$ cat src/rtl/approx_mul_arbiter.sv
// Two-requester round-robin front end for one shared multicycle multiplier.
// Operands are held in registers while the multiplier settles for LAT clocks.
module approx_mul_arbiter #(
   parameter int unsigned N   = 32,
   parameter int unsigned LAT = 2
) (
   input  logic           clk,
   input  logic           rst_n,
   input  logic           req0_valid,
   input  logic [N-1:0]   req0_a,
   input  logic [N-1:0]   req0_b,
   output logic           req0_ready,
   input  logic           req1_valid,
   input  logic [N-1:0]   req1_a,
   input  logic [N-1:0]   req1_b,
   output logic           req1_ready,
   output logic [N-1:0]   mul_x,
   output logic [N-1:0]   mul_y,
   input  logic [2*N-1:0] mul_p,
   output logic           resp_valid,
   input  logic           resp_ready,
   output logic           resp_id,
   output logic [2*N-1:0] resp_p,
   output logic           busy
);

   typedef enum logic [1:0] {IDLE, CALC, RESP} state_t;

   localparam logic [3:0] CNT_LOAD = 4'(LAT - 1);

   state_t     state;
   logic [3:0] cnt;
   logic       last_grant;
   logic       owner;
   logic       grant0;
   logic       grant1;

   // Ties go to whoever was not served last; readiness is forced low during reset.
   always_comb begin
      grant0 = 1'b0;
      grant1 = 1'b0;
      if (rst_n && state == IDLE) begin
         if (req0_valid && (!req1_valid || last_grant))
            grant0 = 1'b1;
         else if (req1_valid)
            grant1 = 1'b1;
      end
   end

   assign req0_ready = grant0;
   assign req1_ready = grant1;
   assign resp_valid = (state == RESP);
   assign busy       = (state != IDLE);

   always_ff @(posedge clk or negedge rst_n) begin
      if (!rst_n) begin
         state      <= IDLE;
         cnt        <= '0;
         mul_x      <= '0;
         mul_y      <= '0;
         resp_p     <= '0;
         resp_id    <= 1'b0;
         owner      <= 1'b0;
         last_grant <= 1'b1;
      end else begin
         case (state)
            IDLE: begin
               if (grant0 || grant1) begin
                  mul_x      <= grant1 ? req1_a : req0_a;
                  mul_y      <= grant1 ? req1_b : req0_b;
                  owner      <= grant1;
                  last_grant <= grant1;
                  cnt        <= CNT_LOAD;
                  state      <= CALC;
               end
            end
            CALC: begin
               // The product is taken verbatim once the settle window has elapsed.
               if (cnt == 4'd0) begin
                  resp_p  <= mul_p;
                  resp_id <= owner;
                  state   <= RESP;
               end else begin
                  cnt <= cnt - 4'd1;
               end
            end
            RESP: begin
               if (resp_ready)
                  state <= IDLE;
            end
            default: state <= IDLE;
         endcase
      end
   end

endmodule

$ cat config.mk
export PLATFORM = sky130hd
export DESIGN_NAME = approx_mul_arbiter
export DESIGN_NICKNAME = d
export VERILOG_FILES = /design/src/rtl/approx_mul_arbiter.sv
export SDC_FILE = /design/constraint.sdc
export NUM_CORES = 1
export LEC_CHECK = 0
export BUFFER_PORTS_ARGS = -buffer_cell sky130_fd_sc_hd__buf_2
export CAP_MARGIN = 20
export CELL_PAD_IN_SITES_DETAIL_PLACEMENT = 1
export CELL_PAD_IN_SITES_GLOBAL_PLACEMENT = 1
export CORE_UTILIZATION = 36
export DETAILED_ROUTE_END_ITERATION = 16
export PLACE_DENSITY = 0.94
export SLEW_MARGIN = 0
export SYNTH_ARGS = -nofsm -noshare
export SYNTH_HDL_FRONTEND = slang
export SYNTH_SLANG_ARGS = --single-unit
$ cat constraint.sdc
create_clock -name clk -period 4.9 [get_ports clk]
set_input_delay 0.735 -clock clk [delete_from_list [all_inputs] [get_ports clk]]
set_output_delay 0.735 -clock clk [all_outputs]
set_load 0.02 [all_outputs]
==> results.json <==
{
  "outcome": "completed",
  "drive_gt1_share_pct": 51.7,
  "synthesis.nets": 752,
  "grt_max_degree": 71,
  "p_leak_uw": 0.00413,
  "nets": 1057,
  "cp-end-kind": "primary output",
  "initial_utilization_pct": 37.0,
  "htree_levels": 4,
  "die_w_um": 133,
  "maxCapViolCount": 0,
  "areaGrowthSynthToFinish_pct": 38.4,
  "synth_mux_area_share_pct": 12.4,
  "root_buffer": "clkbuf_16",
  "rsz0062_at_grt": "false",
  "crit_fanout": 11,
  "yosysUniqueCellTypes": 36,
  "cp-start-kind": "flop",
  "cp.arrival_ns": 1.83,
  "fin_crit_sh_pct": 52.4,
  "cts_tree": "yes",
  "synth_top_area_share_pct": 55.2,
  "cts_num_sinks": 137,
  "synth-xor-area-share_pct": 0,
  "ff_latch_area_um2": 3430,
  "hold_ws_ns": 0.163,
  "min_period_ns": 2.57,
  "power_uw": 6050,
  "place.gp.congestion": 0.823,
  "synth_edf_count": 0,
  "syn_inst": 553,
  "cts_made_buffers": 17,
  "post_cts.repair.setup_buffers": 0,
  "ys_warn_count": 0,
  "clock_latency_ns": 0.41,
  "routed_wl_um": 20700,
  "die_h_um": 133,
  "synth_top_family_by_area": "compound AO/OA/AOI/OAI gates",
  "power_density_nw_per_um2": 710,
  "ys.flop_type": "dfrtp_1",
  "std_cell_rows": 47,
  "dp_cells": 1058,
  "timing.fmax_ghz": 0.390,
  "firstDrtPassIters": 4,
  "hold_class": "input port to asynchronous set/reset pin",
  "clock_path_buffers": 2,
  "swShare_pct": 41.8,
  "finalSetupViolCount": 0,
  "clock_power_share_pct": 21.5,
  "coreArea_um2": 16600,
  "netSwitchingPower_uw": 2530,
  "grt_usage_pct": 24.0,
  "synth_area_leaders": "dfrtp_1 55%, mux2_2 12%, a21oi_1 9.6%",
  "drv_slew": 0,
  "dr.first_iter.drc_count": 190,
  "grt_pass1_vias": 6277,
  "viasPerCell": 5.31,
  "vias": 5809,
  "cts_resized": 0,
  "p_int_uw": 3520,
  "synth_seq_cells": 137,
  "avgSynthCellArea_um2": 11.1,
  "die_area_um2": 17600,
  "syn_area_um2": 6160,
  "dpl.hpwl_um": 14800,
  "yosys.area.top_type": "dfrtp_1",
  "hold_violations": 0,
  "fin_setup_tns_ns": 0,
  "crit_required_ns": 4.16,
  "synthArstFlopShare_pct": 100,
  "top_level_ports": 330,
  "multiInputGateArea_um2": 2470,
  "path_clk_slew_ns": 0.06,
  "fin_skew_ns": 0.00914,
  "instances_no_fill": 1093,
  "max_slew.worst_pin.slew_ns": 0.891,
  "synth_compound_area_share_pct": 23.1,
  "synthAdderAreaFrac_pct": 0.406,
  "synthSimpleGateAreaFrac_pct": 3.80,
  "wl_per_cell_um": 19.0,
  "synth_seq_area_share_pct": 55.6,
  "grt-ovfl-total": 0,
  "portBuffers": 329,
  "drc": 0,
  "grt_pass1_wl_um": 33100,
  "worstSetupPathType": "flop to primary output",
  "n_fill_cell": 1920,
  "ir_worst_vdd_v": 0.000274,
  "antenna_found_initial": 2,
  "drtAntennaViolNets": 0,
  "comb_power_share_pct": 45.0,
  "relSlewSlack_pct": 40.6,
  "cts_hold_buf": 0,
  "p_seq_share_pct": 33.5,
  "r2r_slack_ns": 2.37
}
-- metal layers --
layer	GRT usage, %	part of all wire [%]
met1	26.7	38
met2	42.4	52
met3	7.43	6.9
met4	9.96	3.3
met5	0	0
-- critical path, stage by stage (launching register included) --
cell	delay, ns
dfrtp_1	0.45
nand4bb_1	0.52
nor2_1	0.26
buf_2	0.19
-- cells in the final DEF, fill, tap and decap left out, types with 2 or more instances in the layout --
cell type   synthesis  final
inv_8               0      3
dfrtp_1           136    136
a21oi_1           118    118
a31oi_1             9      9
ha_1                2      2
clkbuf_16           0     17
mux2_2             65     65
o31ai_1            54     54
buf_2              11    328
or2_2               2      2
inv_1               3      3
diode_2             0      2
nand3_1            12     12
nand2b_1            3      2
inv_6               0      3
o21ai_0            66     66
clkinvlp_4          0      4
bufinv_16           0      2
nand2_2             0      3
buf_4               3      9
mux2i_1             2      2
nor2_1              7      6
-- stage by stage --
| step | cell area (um^2) | utilization, % | setup WS [ns] |
|---|---|---|---|
| floorplan | 6160 | - | 2.84 |
| global placement | 7910 | 47.5 | 2.23 |
| detailed placement | 7910 | 47.5 | 2.15 |
| CTS | 8510 | 51.1 | 2.32 |
| global route | 8530 | 51.3 | 2.19 |
| finish | 8530 | 51.3 | 2.33 |
-- final cells by class --
type / count / share of cell area (%)
clock buffer: 19 / 5.19
multi-input combinational: 360 / 28.9
inverter: 3 / 0.132
sequential: 137 / 40.2
clock inverter: 13 / 1.86
tap: 220 / 3.23
timing repair buffer: 339 / 20.4
antenna: 2 / 0.0587
-- power by group through the flow --
| stage | Sequential, uW | Clock (uW) | Combinational (uW) |
|---|---|---|---|
| 2_1_floorplan | 2680 | 0 | 1090 |
| 3_3_place_gp | 2010 | 0 | 2650 |
| 3_5_place_dp | 2040 | 0 | 2740 |
| 4_1_cts | 2030 | 1330 | 2740 |
| 5_1_grt | 2100 | 1390 | 2940 |
| 6_report | 2030 | 1300 | 2720 |
-- synthesized netlist by cell type, drive strengths merged, types with 4 or more instances --
master  count
dfrtp     136
o31ai      54
buf        20
a21oi     118
o21ai      66
nor2        8
mux2       66
nand3      12
clkbuf     33
a31oi       9
nand2       4
-- logic make-up (layout without fill, tap and decap cells) --
logic type                 count (synthesis)  after routing
AOI/OAI and AO/OA                        251            251
adders and majority gates                  2              2
buffers and inverters                     56            374
DFF                                      137            137
muxes                                     68             68
other                                      0              2
and+or+nand+nor                           39             39
-- path summary, 6_finish.rpt --
check	start	cells past startpoint	to
hold / removal	rst_n	1	mul_x[25]
setup / recovery	state[1]	3	req1_ready
hold reg to reg	resp_p[13]	1	resp_p[13]
setup reg to reg	cnt[0]	6	resp_p[17]
min in group clk	resp_p[13]	1	resp_p[13]
max in group asynchronous	rst_n	3	resp_p[28]
-- flip-flops by register name (all words and copies together) (netlist names) --
register / count
cnt: 4
resp_id: 1
mul_y: 32
last_grant: 1
state: 2
resp_p: 64
mul_x: 32
owner: 1
Note: power is estimated with default switching activity, not from simulation.
